File: src/rtl/ldst_mem_unit.sv
// MEM-stage load/store engine: aligns and drives one access at a time onto a word-wide req/gnt/rvalid data port.
// Latency: misaligned resp T+1; store resp 1 cycle after gnt; load resp 1 cycle after rvalid (all outputs registered).
// Backpressure: req_ready only in IDLE; memory stalls via mem_gnt/mem_rvalid; response is a one-cycle pulse with no back-pressure.
//
// Ports:
//   clk, rst_n                    clock (rising edge), asynchronous active-low reset
//   req_valid/req_ready           request handshake; req_ctrl selects LB,LH,LW,LBU,LHU,SB,SH,SW (codes 0..7)
//   req_addr/req_wdata/req_rd     byte address, right-justified store data, destination tag
//   resp_valid/rdata/rd/err       completion pulse, extended load data, echoed tag, 00 ok/01 misaligned/10 timeout
//   mem_req/we/addr/be/wdata      word-aligned memory request, held stable until mem_gnt
//   mem_gnt/mem_rvalid/mem_rdata  memory grant, read-data valid and read word
module ldst_mem_unit #(
  parameter int ADDR_W         = 32,
  parameter int TIMEOUT_CYCLES = 64
) (
  input  logic              clk,
  input  logic              rst_n,
  input  logic              req_valid,
  output logic              req_ready,
  input  logic [2:0]        req_ctrl,
  input  logic [ADDR_W-1:0] req_addr,
  input  logic [31:0]       req_wdata,
  input  logic [4:0]        req_rd,
  output logic              resp_valid,
  output logic [31:0]       resp_rdata,
  output logic [4:0]        resp_rd,
  output logic [1:0]        resp_err,
  output logic              mem_req,
  output logic              mem_we,
  output logic [ADDR_W-1:0] mem_addr,
  output logic [3:0]        mem_be,
  output logic [31:0]       mem_wdata,
  input  logic              mem_gnt,
  input  logic              mem_rvalid,
  input  logic [31:0]       mem_rdata
);

  localparam logic [2:0] C_LB  = 3'd0;
  localparam logic [2:0] C_LH  = 3'd1;
  localparam logic [2:0] C_LW  = 3'd2;
  localparam logic [2:0] C_LBU = 3'd3;
  localparam logic [2:0] C_LHU = 3'd4;
  localparam logic [2:0] C_SB  = 3'd5;
  localparam logic [2:0] C_SH  = 3'd6;
  localparam logic [2:0] C_SW  = 3'd7;

  localparam logic [1:0] ERR_OK       = 2'b00;
  localparam logic [1:0] ERR_MISALIGN = 2'b01;
  localparam logic [1:0] ERR_TIMEOUT  = 2'b10;

  localparam int CNT_W = (TIMEOUT_CYCLES > 2) ? $clog2(TIMEOUT_CYCLES) : 1;
  localparam logic [CNT_W-1:0] CNT_MAX = CNT_W'(TIMEOUT_CYCLES - 1);

  typedef enum logic [1:0] {S_IDLE, S_REQ, S_WAIT, S_RESP} state_e;

  state_e            state_q, state_d;
  logic [2:0]        ctrl_q, ctrl_d;
  logic [1:0]        off_q, off_d;
  logic [4:0]        rd_q, rd_d;
  logic [CNT_W-1:0]  cnt_q, cnt_d;

  logic              req_ready_q;
  logic              resp_valid_q;
  logic [31:0]       resp_rdata_q, rdata_d;
  logic [4:0]        resp_rd_q;
  logic [1:0]        resp_err_q, err_d;
  logic              mem_req_q;
  logic              mem_we_q, mem_we_d;
  logic [ADDR_W-1:0] mem_addr_q, mem_addr_d;
  logic [3:0]        mem_be_q, mem_be_d;
  logic [31:0]       mem_wdata_q, mem_wdata_d;

  // Lane steering and alignment check, computed from the incoming request.
  logic [1:0]  in_off;
  logic        in_store;
  logic        in_misaligned;
  logic [3:0]  in_be;
  logic [31:0] in_wdata;

  always_comb begin
    in_off        = req_addr[1:0];
    in_store      = (req_ctrl >= C_SB);
    in_misaligned = 1'b0;
    in_be         = 4'b1111;
    in_wdata      = '0;
    unique case (req_ctrl)
      C_LH, C_LHU: in_misaligned = in_off[0];
      C_LW:        in_misaligned = (in_off != 2'b00);
      C_SB: begin
        in_be    = 4'b0001 << in_off;
        in_wdata = {4{req_wdata[7:0]}};
      end
      C_SH: begin
        in_misaligned = in_off[0];
        in_be         = in_off[1] ? 4'b1100 : 4'b0011;
        in_wdata      = {2{req_wdata[15:0]}};
      end
      C_SW: begin
        in_misaligned = (in_off != 2'b00);
        in_wdata      = req_wdata;
      end
      default: ;
    endcase
  end

  // Load extraction from the returned word using the latched offset.
  logic [7:0]  ld_byte;
  logic [15:0] ld_half;
  logic [31:0] ld_data;

  always_comb begin
    unique case (off_q)
      2'd0:    ld_byte = mem_rdata[7:0];
      2'd1:    ld_byte = mem_rdata[15:8];
      2'd2:    ld_byte = mem_rdata[23:16];
      default: ld_byte = mem_rdata[31:24];
    endcase
    ld_half = off_q[1] ? mem_rdata[31:16] : mem_rdata[15:0];
    unique case (ctrl_q)
      C_LB:    ld_data = {{24{ld_byte[7]}}, ld_byte};
      C_LBU:   ld_data = {24'd0, ld_byte};
      C_LH:    ld_data = {{16{ld_half[15]}}, ld_half};
      C_LHU:   ld_data = {16'd0, ld_half};
      C_LW:    ld_data = mem_rdata;
      default: ld_data = '0;
    endcase
  end

  // Next-state logic; response fields are only non-zero on the transition into RESP.
  always_comb begin
    state_d     = state_q;
    ctrl_d      = ctrl_q;
    off_d       = off_q;
    rd_d        = rd_q;
    cnt_d       = cnt_q;
    mem_we_d    = mem_we_q;
    mem_addr_d  = mem_addr_q;
    mem_be_d    = mem_be_q;
    mem_wdata_d = mem_wdata_q;
    rdata_d     = '0;
    err_d       = ERR_OK;

    unique case (state_q)
      S_IDLE: begin
        if (req_valid && req_ready_q) begin
          ctrl_d      = req_ctrl;
          off_d       = in_off;
          rd_d        = req_rd;
          mem_we_d    = in_store;
          mem_addr_d  = {req_addr[ADDR_W-1:2], 2'b00};
          mem_be_d    = in_be;
          mem_wdata_d = in_wdata;
          if (in_misaligned) begin
            state_d = S_RESP;
            err_d   = ERR_MISALIGN;
          end else begin
            state_d = S_REQ;
          end
        end
      end
      S_REQ: begin
        if (mem_gnt) begin
          cnt_d   = '0;
          state_d = mem_we_q ? S_RESP : S_WAIT;
        end
      end
      S_WAIT: begin
        if (mem_rvalid) begin
          state_d = S_RESP;
          rdata_d = ld_data;
        end else if ((TIMEOUT_CYCLES != 0) && (cnt_q == CNT_MAX)) begin
          state_d = S_RESP;
          err_d   = ERR_TIMEOUT;
        end else begin
          cnt_d = cnt_q + CNT_W'(1);
        end
      end
      S_RESP:  state_d = S_IDLE;
      default: state_d = S_IDLE;
    endcase

    // Memory-side fields are only meaningful while requesting; keep them quiet otherwise.
    if (state_d != S_REQ) begin
      mem_we_d    = 1'b0;
      mem_addr_d  = '0;
      mem_be_d    = '0;
      mem_wdata_d = '0;
    end
  end

  always_ff @(posedge clk or negedge rst_n) begin
    if (!rst_n) begin
      state_q      <= S_IDLE;
      ctrl_q       <= '0;
      off_q        <= '0;
      rd_q         <= '0;
      cnt_q        <= '0;
      req_ready_q  <= 1'b1;
      resp_valid_q <= 1'b0;
      resp_rdata_q <= '0;
      resp_rd_q    <= '0;
      resp_err_q   <= '0;
      mem_req_q    <= 1'b0;
      mem_we_q     <= 1'b0;
      mem_addr_q   <= '0;
      mem_be_q     <= '0;
      mem_wdata_q  <= '0;
    end else begin
      state_q      <= state_d;
      ctrl_q       <= ctrl_d;
      off_q        <= off_d;
      rd_q         <= rd_d;
      cnt_q        <= cnt_d;
      req_ready_q  <= (state_d == S_IDLE);
      resp_valid_q <= (state_d == S_RESP);
      resp_rdata_q <= rdata_d;
      resp_rd_q    <= (state_d == S_RESP) ? rd_d : 5'd0;
      resp_err_q   <= err_d;
      mem_req_q    <= (state_d == S_REQ);
      mem_we_q     <= mem_we_d;
      mem_addr_q   <= mem_addr_d;
      mem_be_q     <= mem_be_d;
      mem_wdata_q  <= mem_wdata_d;
    end
  end

  assign req_ready  = req_ready_q;
  assign resp_valid = resp_valid_q;
  assign resp_rdata = resp_rdata_q;
  assign resp_rd    = resp_rd_q;
  assign resp_err   = resp_err_q;
  assign mem_req    = mem_req_q;
  assign mem_we     = mem_we_q;
  assign mem_addr   = mem_addr_q;
  assign mem_be     = mem_be_q;
  assign mem_wdata  = mem_wdata_q;

endmodule

File: config.mk
export PLATFORM = sky130hd
export DESIGN_NAME = ldst_mem_unit
export DESIGN_NICKNAME = d
export VERILOG_FILES = /design/src/rtl/ldst_mem_unit.sv
export SDC_FILE = /design/constraint.sdc
export NUM_CORES = 1
export LEC_CHECK = 0
export ABC_CLOCK_PERIOD_IN_PS = 1850
export CORE_MARGIN = 1.5
export CORE_UTILIZATION = 25
export DETAILED_ROUTE_END_ITERATION = 10
export PLACE_DENSITY = 0.55
export SLEW_MARGIN = 10
export SYNTH_ARGS = -nofsm -noshare
export SYNTH_HDL_FRONTEND = slang
export SYNTH_SLANG_ARGS = --single-unit
File: constraint.sdc
create_clock -name clk -period 1.85 [get_ports clk]
set_input_delay 0.37 -clock clk [delete_from_list [all_inputs] [get_ports clk]]
set_output_delay 0.37 -clock clk [all_outputs]
set_load 0.05 [all_outputs]
* Word-level counts from Yosys, hierarchy flattened
Index checks and enable logic that the tools add are counted.
** Operators by class
- Add/subtract/negate cells :: 1
- Magnitude comparators :: 1
- Equality and inequality tests :: 22
- Shift-type cells :: 1
- Mux-type cells :: 40
- Reductions and logical operators :: 14
** Operator list (number)
- 32-bit 2-to-1 mux :: 8
- 32-bit case mux with 5 select lines :: 1
- 32-bit case mux with 3 select lines :: 1
- 8-bit case mux with 3 select lines :: 1
- 6-bit 2-to-1 mux :: 3
- 16-bit 2-to-1 mux :: 1
- 4-bit 2-to-1 mux :: 4
- 3-bit == test, second input constant :: 5
- 5-bit 2-to-1 mux :: 3
- 2-bit 2-to-1 mux :: 7
- 6-bit case mux with 2 select lines :: 1
- 3-bit by 2-bit == test with 1-bit output, second input constant :: 3
- 2-bit == test, second input constant :: 4
- 2-bit case mux with 4 select lines :: 1
- 4-bit case mux with 2 select lines :: 1
- 2-bit nonzero test :: 4
- 6-bit by 1-bit adder with 6-bit output, second input constant :: 1
- 2-bit by 1-bit == test with 1-bit output, second input constant :: 3
- 3-bit by 1-bit == test with 1-bit output, second input constant :: 2
- 6-bit == test, second input constant :: 1
- 2-bit logical NOT :: 3
- 1-bit 2-to-1 mux :: 6
- 2-bit inequality test, second input constant :: 3
- 2-bit case mux with 2 select lines :: 1
- 10 further kinds :: 11
** Storage, ports and cells
- Flip-flop bits (word level) :: 129
- Input port bits :: 109
- Output and inout port bits :: 111
- Logic and storage cells :: 94

* Depth between registers and ports, before layout
Gate-level depths: netlist of the first run.
- Depth after elaboration :: 9
- Mapped depth :: 7
- Gate-level depth less buffers :: 5

* Worst setup path after synthesis of the first run
No wires, ideal clock.
- Path type :: reg-to-reg
- Start point :: register req_ready_q (netlist: req_ready)
- End point :: register mem_wdata_q[22] (netlist: mem_wdata[22])
- Setup time :: 0.067 ns
- Data arrival time :: 1.775 ns
- Required time :: 1.783 ns
- Setup slack :: 0.008 ns
- Cell stages (with the launch flop) :: 7
- Buffers on the path :: 2
- Period minus slack after synthesis :: 1.842 ns
- Cell sequence :: dfstp_2 nor4bb_1 buf_2 nand2_1 a211oi_2 buf_2 a22o_1
** Between the ends
- Word-level cells in the longest chain between the ends :: 6
- Elaborated cells on any way between the ends :: 8
- Classes of those cells :: eq/ne: 1; mux: 3; reduce/logical: 4
** RTL lines
- from (decl) :: RTL line 62 : logic req_ready_q;
- from (signal assigned) :: RTL line 214 : req_ready_q <= (state_d == S_IDLE);
- 1-bit logical AND * :: RTL line 145 : if (req_valid && req_ready_q) begin
- 2-bit 2-to-1 mux :: RTL line 145
- 2-bit case mux with 4 select lines :: RTL line 143 : unique case (state_q)
- 2-bit by 1-bit inequality test with 1-bit output :: RTL line 183 : if (state_d != S_REQ) begin
- 2-bit nonzero test (no source line)
- 2-bit AND reduction (no source line)
- to (signal assigned) :: RTL line 223 : mem_wdata_q <= mem_wdata_d;
- to (decl) :: RTL line 71 : logic [31:0] mem_wdata_q, mem_wdata_d;
Every way passes the cells marked *; elsewhere a longest branch is shown, timed or not.
A chain may end at the register's enable or synchronous reset.

* Final worst setup path of the first run
- Start point :: register off_q[0]
- End point :: register resp_rdata_q[10] (netlist: resp_rdata[10])
** Between the ends
- Word-level cells in the longest chain between the ends :: 5
- Elaborated cells on any way between the ends :: 7
- Classes of those cells :: eq/ne: 2; mux: 4; reduce/logical: 1
** RTL lines
- from (decl) :: RTL line 58 : logic [1:0] off_q, off_d;
- from (signal assigned) :: RTL line 195 : off_q <= '0;
- from (signal assigned) :: RTL line 211 : off_q <= off_d;
- 2-bit == test, or another cell as far along :: RTL line 112 : unique case (off_q)
- 8-bit case mux with 3 select lines * :: RTL line 112
- 32-bit case mux with 5 select lines * :: RTL line 119 : unique case (ctrl_q)
- 32-bit 2-to-1 mux * :: RTL line 168 : if (mem_rvalid) begin
- 32-bit 2-to-1 mux * :: RTL line 143
- net rdata_d[10] :: RTL line 64 : logic [31:0] resp_rdata_q, rdata_d;
- to (signal assigned) :: RTL line 216 : resp_rdata_q <= rdata_d;
- to (decl) :: RTL line 64
Mark *: on every way through the listed nets, which the timed path passes. The rest lies on a longest branch.

==> results of run 1 <==
critical path: cells and delay by family (launching register included):
family | cells | cell delay, ns
compound gates | 1 | 0.21
flops | 1 | 0.46
mux | 2 | 0.44
simple gates | 1 | 0.57
layout by cell type, fill, tap and decap left out, types with 10 or more instances in the layout:
cell type / instances
a22o_1: 41
dlygate4sd2_1: 20
nor2_1: 13
a21oi_1: 48
o21ai_1: 28
mux2i_1: 21
nor2b_1: 13
buf_12: 11
dfrtp_1: 125
nand2_1: 89
buf_4: 146
clkdlybuf4s50_1: 106
clkbuf_16: 17
o21ai_0: 14
nand3_1: 10
through the flow:
stage          instances  setup slack (ns)
2_1_floorplan        563           0.00842
4_1_cts             1148            0.0345
3_3_place_gp        1115            -0.235
3_5_place_dp        1115            -0.275
6_report            1149             0.101
5_1_grt             1149           0.00184
state kept, by name (all words and copies together), names as in the netlist:
register    flops
ctrl_q          3
mem_be          4
state_q         2
cnt_q           6
resp_err        2
mem_req         1
resp_rdata     32
resp_rd         5
off_q           2
mem_wdata      32
mem_addr       30
resp_valid      1
mem_we          1
rd_q            5
req_ready       1
logic make-up after synthesis:
group | after synthesis
other cells | 1
fa+ha+maj | 1
simple gates | 153
buf+inv | 56
flops | 127
mux | 29
compound gates | 192
xor+xnor | 3
what timing repair did:
action	CTS	global route
pin swaps	0	1
hold endpoints to repair	34	0
hold buffers	1	0
endpoints found under the setup margin	28	31
setup buffers	0	1
resized for setup	21	2
layer usage:
metal  vias to the layer above  global-route usage  share of wire
li1                       2571                   -              -
met1                      2573               0.206           0.43
met2                       181               0.248           0.47
met3                        17              0.0619          0.085
met4                         2              0.0485          0.013
met5                         -                   0        0.00067
area by class of cell:
type                            instances  area [um2]  share of cell area
Clock buffer                           23         478              0.0510
Clock inverter                          9         156              0.0167
Inverter                                4        15.0             0.00160
Multi-Input combinational cell        380        2550               0.272
Sequential cell                       127        3180               0.340
Tap cell                              319         399              0.0426
Timing Repair Buffer                  287        2590               0.277
worst max-delay path by stage:
stage	to	slack, ns	cells past startpoint	from
final	resp_rdata[10]	0.10	4	off_q[0]
after global routing	mem_wdata[6]	0.002	5	state_q[0]
after CTS	resp_rd[1]	0.03	5	req_ready
after detailed placement	resp_rdata[15]	-0.27	5	mem_rdata[23]
after global placement	resp_rdata[14]	-0.23	5	mem_rdata[23]
after floorplan	mem_wdata[22]	0.008	6	req_ready
power by group through the flow:
| stage | combinational, mW | clock [mW] | sequential, mW |
|---|---|---|---|
| floorplan | 1.93 | 0 | 4.65 |
| global route | 5.14 | 3.86 | 3.67 |
| finish | 4.79 | 3.64 | 3.60 |
| CTS | 4.83 | 3.73 | 3.60 |
| global placement | 4.85 | 0 | 3.65 |
| detailed placement | 4.86 | 0 | 3.65 |
==> results.json, run 1 <==
{
  "required_ns": 2.18,
  "worstSetupEndpointType": "flop",
  "arrival_ns": 2.08,
  "synth_cell_type_count": 61,
  "r2r_cells": 4,
  "worstReg2RegEnd": "resp_rdata[10]",
  "port_buffers": 217,
  "crit_type": "reg -> reg",
  "hold_violations": 0,
  "p_int_mw": 7.49,
  "power.share.clock": 0.303,
  "min_period_over_period": 0.945,
  "cp_max_fo": 8,
  "drc": 0,
  "rsz0062_at_grt": "no",
  "placed_cell_area_um2": 8730,
  "clock_skew_ns": 0.00781,
  "finalMaxSlewViolations": 0,
  "grt_max_degree": 40,
  "dieArea_um2": 24800,
  "synth_compound_area_frac": 0.224,
  "tns_ns": 0,
  "hold_path.class": "in -> reg",
  "synth_cells": 562,
  "reg2reg_from": "off_q[0]",
  "rrSetupSlack_ns": 0.10,
  "synth_area_leaders": "dfrtp_1 53%, a22o_1 6.0%, nand2_1 5.6%",
  "gp_congestion": 0.812,
  "max_freq_ghz": 0.572,
  "synth_top_family_by_area": "compound AO/OA/AOI/OAI gates",
  "drt_iter0_markers": 235,
  "yosysMostFrequentCell": "dfrtp_1",
  "yosys_warnings": 0,
  "area_delta_synth_final_pct": 57.3,
  "routedWlPerCell_um": 17.0,
  "min_period_ns": 1.75,
  "slew_headroom": 0.473,
  "hp-start": "req_ctrl[1]",
  "whs_ns": 0.432,
  "ant_nets": 0,
  "power_leakage_nw": 4.38,
  "clock_path_buffers": 2,
  "drive_above_1_share": 0.254,
  "core_um2": 23400,
  "slowest_delay_ns": 0.57,
  "die_x_um": 157,
  "num_rows": 56,
  "nFillCells": 2396,
  "synth_edf_count": 0,
  "maxCapViolCount": 0,
  "drt_first_pass_iters": 4,
  "seq_power_share": 0.299,
  "yosysTopAreaCell": "dfrtp_1",
  "synth_top_area_share": 0.530,
  "tightest_slew_ns": 0.788,
  "synth-simple-area-share": 0.125,
  "nets": 927,
  "avgSynthCellArea_um2": 10.6,
  "grt_remaining_overflow": 0,
  "synth_seq_cells": 127,
  "die_h_um": 157,
  "antenna_found_initial": 1,
  "syn-cell-area_um2": 5950,
  "setup_viol": 0,
  "num_vias": 5344,
  "vias_per_cell": 4.65,
  "grt_usage": 0.160,
  "clock-sinks": 127,
  "cts_root_buffer": "clkbuf_16",
  "pwr_density_cell_nw_per_um2": 1280,
  "antenna_cells": 0,
  "async_flop_share": 1.00,
  "ios": 220,
  "routed_wl_um": 19500,
  "yosysSeqAreaShare": 0.534,
  "peakVddDrop_uv": 514,
  "holdPathEnd": "ctrl_q[1]",
  "cp_slowest_cell": "or4_1",
  "clk_latency_ns": 0.41,
  "worstPathCellList": "mux2i_1 > mux2_2 > or4_1 > a31oi_1",
  "power_mw": 12.0,
  "synthXorXnorAreaFrac": 0.00441,
  "cts-buffers-inserted": 17,
  "synth_ff_type": "dfrtp_1",
  "synth_mux_area_frac": 0.0637,
  "switching_share": 0.378,
  "status": "completed",
  "start_util": 0.254,
  "cts_tree": "built",
  "design_area_um2": 9370,
  "p_switching_mw": 4.54,
  "holdPathStages": 3,
  "cts-htree-levels": 4,
  "combPwrFrac": 0.398,
  "clkTransAtPathRegs_ns": 0.06,
  "first_global_vias": 5358,
  "grt_pass1_wl_um": 30200,
  "synth_fa_ha_area_frac": 0.00210,
  "worstSetupStartpointType": "flop",
  "hpwl_um": 14100,
  "fin_util": 0.400,
  "synth_common_cells": "126 x dfrtp_1, 89 x nand2_1, 48 x a21oi_1"
}
Power figures use the tool's default switching activity.
==> inputs of run 2 (changes only) <==
--- a/config.mk
+++ b/config.mk
@@ -6,10 +6,12 @@
 export NUM_CORES = 1
 export LEC_CHECK = 0
 export ABC_CLOCK_PERIOD_IN_PS = 1850
+export CELL_PAD_IN_SITES_DETAIL_PLACEMENT = 1
+export CELL_PAD_IN_SITES_GLOBAL_PLACEMENT = 2
 export CORE_MARGIN = 1.5
-export CORE_UTILIZATION = 25
+export CORE_UTILIZATION = 24
 export DETAILED_ROUTE_END_ITERATION = 10
-export PLACE_DENSITY = 0.55
+export PLACE_DENSITY = 0.79
 export SLEW_MARGIN = 10
 export SYNTH_ARGS = -nofsm -noshare
 export SYNTH_HDL_FRONTEND = slang
==> run 2 against run 1 <==
  * Maximum frequency rose by 0.20%
  * Design area rose by 0.20%
  * Sequential cell count did not move
  * Routed wire length rose by 8.6%
  * Register-to-register slack barely moved
  * First-iteration DRC count rose by 3.8%
  * Worst setup slack improved by 0.0035 ns
  * Largest power group unchanged
==> results.json, run 2 (synthesized netlist as in run 1, its figures left out) <==
{
  "status": "completed",
  "grt_pass1_wl_um": 33800,
  "crit_type": "reg -> reg",
  "switching_share": 0.387,
  "routed_wl_um": 21200,
  "first_global_vias": 5948,
  "setup_viol": 0,
  "clock_skew_ns": 0.00864,
  "antenna_cells": 0,
  "gp_congestion": 0.763,
  "grt_max_degree": 36,
  "die_x_um": 161,
  "dp_cells": 1121,
  "clock-sinks": 127,
  "cts_setup_buffers": 0,
  "nFillCells": 2689,
  "required_ns": 2.21,
  "area_delta_synth_final_pct": 57.6,
  "ios": 220,
  "path_delay_family": "flip-flops",
  "wl_met3_um": 1020,
  "maxCapViolCount": 0,
  "cp_num_buf_inv": 1,
  "cts_tree": "built",
  "combPwrFrac": 0.399,
  "grt_remaining_overflow": 0,
  "slew_headroom": 0.563,
  "power_mw": 12.0,
  "port_buffers": 217,
  "grt_usage": 0.169,
  "core_um2": 24300,
  "clkTransAtPathRegs_ns": 0.06,
  "antenna_found_initial": 0,
  "min_period_over_period": 0.944,
  "drive_above_1_share": 0.259,
  "power_leakage_nw": 4.38,
  "ant_nets": 0,
  "tightest_slew_ns": 0.653,
  "seq_power_share": 0.301,
  "slowest_delay_ns": 0.54,
  "drc": 0,
  "stdcell_count": 1154,
  "arrival_ns": 2.10,
  "num_rows": 57,
  "power.share.clock": 0.300,
  "nets": 927,
  "p_int_mw": 7.38,
  "drt_iter0_markers": 244,
  "cts-htree-levels": 4,
  "vias_per_cell": 4.70,
  "hold_path.class": "in -> reg",
  "p_switching_mw": 4.66,
  "whs_ns": 0.359,
  "worstSetupStartpointType": "flop",
  "cp_max_fo": 31,
  "worstPathCellList": "nor4bb_4 > nand2_1 > a211oi_4 > buf_12 > a22o_1",
  "routedWlPerCell_um": 18.3,
  "start_util": 0.245,
  "worstSetupEndpointType": "flop",
  "highest_layer": "met4",
  "hpwl_um": 15500,
  "die_h_um": 161,
  "min_period_ns": 1.75,
  "drt_first_pass_iters": 4,
  "final_cell_mix": "145 x buf_4, 124 x dfrtp_1, 106 x clkdlybuf4s50_1, 89 x nand2_1, 48 x a21oi_1",
  "cts_root_buffer": "clkbuf_16",
  "cts-buffers-inserted": 17,
  "clk_latency_ns": 0.42,
  "peakVddDrop_uv": 587,
  "pwr_density_cell_nw_per_um2": 1280,
  "hold_violations": 0,
  "cp_slowest_cell": "dfstp_2",
  "finalMaxSlewViolations": 0,
  "rsz0062_at_grt": "no",
  "num_vias": 5419,
  "max_freq_ghz": 0.573,
  "dr_wl_met2_um": 10200,
  "dieArea_um2": 25800,
  "final_common_cell": "buf_4",
  "rrSetupSlack_ns": 0.10,
  "wl_met1_um": 9610,
  "clock_path_buffers": 2
}
==> run 2: what timing repair did <==
action,4_1_cts,5_1_grt
endpoints found under the setup margin,29,9
hold endpoints to repair,31,0
resized for setup,22,3
hold buffers,1,0
==> run 2: power groups by stage <==
stage	Clock (mW)	Sequential (mW)	Combinational [mW]
floorplan	0	4.65	1.93
global placement	0	3.65	4.84
detailed placement	0	3.66	4.91
CTS	3.71	3.62	4.87
global route	3.82	3.69	5.19
finish	3.61	3.62	4.81
==> run 2: final timing paths <==
kind                                   to  cells past startpoint         from
max reg2reg                 mem_wdata[23]                      5    req_ready
max in group asynchronous    mem_addr[25]                      3        rst_n
min reg2reg                       rd_q[4]                      2      rd_q[4]
min in group asynchronous  resp_rdata[19]                      2        rst_n
max                         mem_wdata[23]                      5    req_ready
min                             ctrl_q[1]                      3  req_ctrl[1]
==> run 2: metrics by stage <==
stage	cell area, um2	worst slack [ns]	setup TNS (ns)	utilization
2_1_floorplan	5960	0.00842	0	-
3_3_place_gp	8760	-0.198	-14.84	0.360
3_5_place_dp	8760	-0.266	-20.02	0.360
4_1_cts	9380	0.0778	0	0.386
5_1_grt	9380	0.00739	0	0.386
6_report	9380	0.104	0	0.386
==> run 2: metal layers <==
layer / global-route usage / vias up
met5: 0 / -
met2: 0.278 / 137
met4: 0.0510 / 0
met3: 0.0434 / 21
li1: - / 2560
met1: 0.218 / 2701
==> run 2: worst register-to-register path: stages, from the launching register on <==
cell and delay (ns):
dfstp_2 0.54, nor4bb_4 0.33, nand2_1 0.18, a211oi_4 0.23
buf_12 0.22, a22o_1 0.17
==> run 2: area by class of cell <==
cell class,count,area (um2),share of cell area
clock buffer,18,439,0.0468
clock inverter,14,191,0.0204
inverter,4,15.0,0.00160
multi-input combinational,380,2550,0.272
sequential,127,3180,0.339
tap,324,405,0.0432
timing repair buffer,287,2600,0.277
==> inputs of run 3 (changes only) <==
--- a/config.mk
+++ b/config.mk
@@ -8,8 +8,9 @@
 export ABC_CLOCK_PERIOD_IN_PS = 1850
 export CELL_PAD_IN_SITES_DETAIL_PLACEMENT = 1
 export CELL_PAD_IN_SITES_GLOBAL_PLACEMENT = 2
-export CORE_MARGIN = 1.5
+export CORE_MARGIN = 5
 export CORE_UTILIZATION = 24
+export CTS_CLUSTER_DIAMETER = 100
 export DETAILED_ROUTE_END_ITERATION = 10
 export PLACE_DENSITY = 0.79
 export SLEW_MARGIN = 10
==> run 3 against run 2 <==
  * Worst setup slack got worse by 0.024 ns
  * Design area fell by 0.80%
  * Sequential share of layout area rose by 0.26 points
  * Critical path depth rose by 1
  * Global-route usage fell by 1.8 points
  * Critical endpoint is now mem_wdata[20]
  * Largest power group unchanged
==> results.json, run 3 (synthesized netlist as in run 1, its figures left out) <==
{
  "status": "completed",
  "slew_headroom": 0.518,
  "peakVddDrop_uv": 465,
  "clock-sinks": 127,
  "clkTransAtPathRegs_ns": 0.06,
  "start_util": 0.244,
  "maxCapViolCount": 0,
  "pwr_density_cell_nw_per_um2": 1270,
  "die_h_um": 168,
  "antenna_found_initial": 0,
  "power_mw": 11.8,
  "ios": 220,
  "min_period_ns": 1.77,
  "setup_viol": 0,
  "area_delta_synth_final_pct": 56.3,
  "antenna_cells": 0,
  "cts_tree": "built",
  "worstSetupStartpointType": "flop",
  "max_freq_ghz": 0.565,
  "dieArea_um2": 28100,
  "rrSetupSlack_ns": 0.08,
  "first_global_vias": 5872,
  "worstReg2RegEnd": "mem_wdata[20]",
  "crit_type": "reg -> reg",
  "routed_wl_um": 21600,
  "grt_remaining_overflow": 0,
  "grt_pass1_wl_um": 34000,
  "drt_first_pass_iters": 5,
  "clock_skew_ns": 0.00792,
  "tightest_slew_ns": 0.720,
  "port_buffers": 217,
  "gp_congestion": 0.730,
  "final_common_cell": "buf_4",
  "design_area_um2": 9310,
  "clock_path_buffers": 2,
  "power_leakage_nw": 4.34,
  "cts-htree-levels": 4,
  "tns_ns": 0,
  "fin_util": 0.382,
  "drc": 0,
  "finalMaxSlewViolations": 0,
  "worstSetupEndpointType": "flop",
  "hold_violations": 0,
  "arrival_ns": 2.11,
  "required_ns": 2.19,
  "r2r_cells": 6,
  "min_period_over_period": 0.957,
  "vias_per_cell": 4.74,
  "reg2reg_from": "state_q[0]",
  "dp_cells": 1113,
  "num_rows": 57,
  "hpwl_um": 15900,
  "grt_usage": 0.151,
  "grt_max_degree": 51,
  "core_um2": 24400,
  "stdcell_count": 1149,
  "routedWlPerCell_um": 18.8,
  "num_vias": 5451,
  "drive_above_1_share": 0.256,
  "hold_path.class": "in -> async",
  "clk_latency_ns": 0.41,
  "die_x_um": 168,
  "nets": 923,
  "drt_iter0_markers": 287,
  "cts-buffers-inserted": 17,
  "placed_cell_area_um2": 8680,
  "cp_max_fo": 15,
  "cts_root_buffer": "clkbuf_16",
  "final_cell_mix": "142 x buf_4, 125 x dfrtp_1, 106 x clkdlybuf4s50_1, 88 x nand2_1, 48 x a21oi_1",
  "ant_nets": 0
}
run 3: cell types whose count changed in the layout (fill, tap and decap cells not counted), moves of 2 or more:
| cell | change |
|---|---|
| bufinv_16 | -2 |
| dlygate4sd2_1 | -3 |
| clkinv_4 | -2 |
| buf_6 | +2 |
| buf_4 | -3 |
| clkbuf_1 | +3 |
run 3: area by class of cell:
cell class,count,area (um2)
Multi-Input combinational cell,380,2550
Inverter,4,15.0
Timing Repair Buffer,283,2580
Tap cell,324,405
Clock inverter,9,110
Fill cell,2721,15100
Clock buffer,22,464
Sequential cell,127,3180
run 3: power breakdown:
group	total, mW	internal [mW]	switching [mW]
registers	3.60	3.26	0.339
logic	4.91	1.89	3.02
clock network	3.29	2.05	1.25
total	11.8	7.19	4.61
run 3: timing repair:
| item | in CTS | in global routing |
|---|---|---|
| gates resized for setup | 18 | 7 |
| endpoints found under the hold margin | 38 | 0 |
| gates cloned | 0 | 1 |
| hold buffers | 1 | 0 |
| endpoints found under the setup margin | 18 | 46 |
| setup buffers | 0 | 3 |
| pin swaps | 0 | 3 |
run 3: how the worst max path moves through the flow:
stage,start,to,slack [ns],cells past startpoint
2_1_floorplan,req_ready,mem_wdata[22],0.008,6
3_3_place_gp,req_ctrl[2],mem_wdata[30],-0.22,7
4_1_cts,req_ready,resp_valid,0.008,5
5_1_grt,state_q[0],mem_wdata[20],-0.02,6
3_5_place_dp,req_ctrl[2],mem_wdata[20],-0.28,7
6_report,state_q[0],mem_wdata[20],0.08,6
run 3: critical path: stages (launching register included):
cell	delay [ns]
dfrtp_2	0.47
nor4bb_4	0.39
nand2_2	0.14
a211oi_4	0.24
buf_4	0.16
buf_12	0.14
a22o_1	0.15
run 3: through the flow:
step	setup slack, ns	hold slack (ns)
after detailed placement	-0.284	0.309
after CTS	0.00809	0.438
after floorplan	0.00842	0.0744
after global routing	-0.0186	0.473
final	0.0805	0.438
after global placement	-0.221	0.307
run 3: routing by layer:
metal / vias up / GRT usage / share of wire
met5: - / 0 / 0
met4: 0 / 0.0346 / 0.011
met3: 14 / 0.0368 / 0.046
met2: 156 / 0.247 / 0.49
met1: 2724 / 0.203 / 0.45
li1: 2557 / - / -
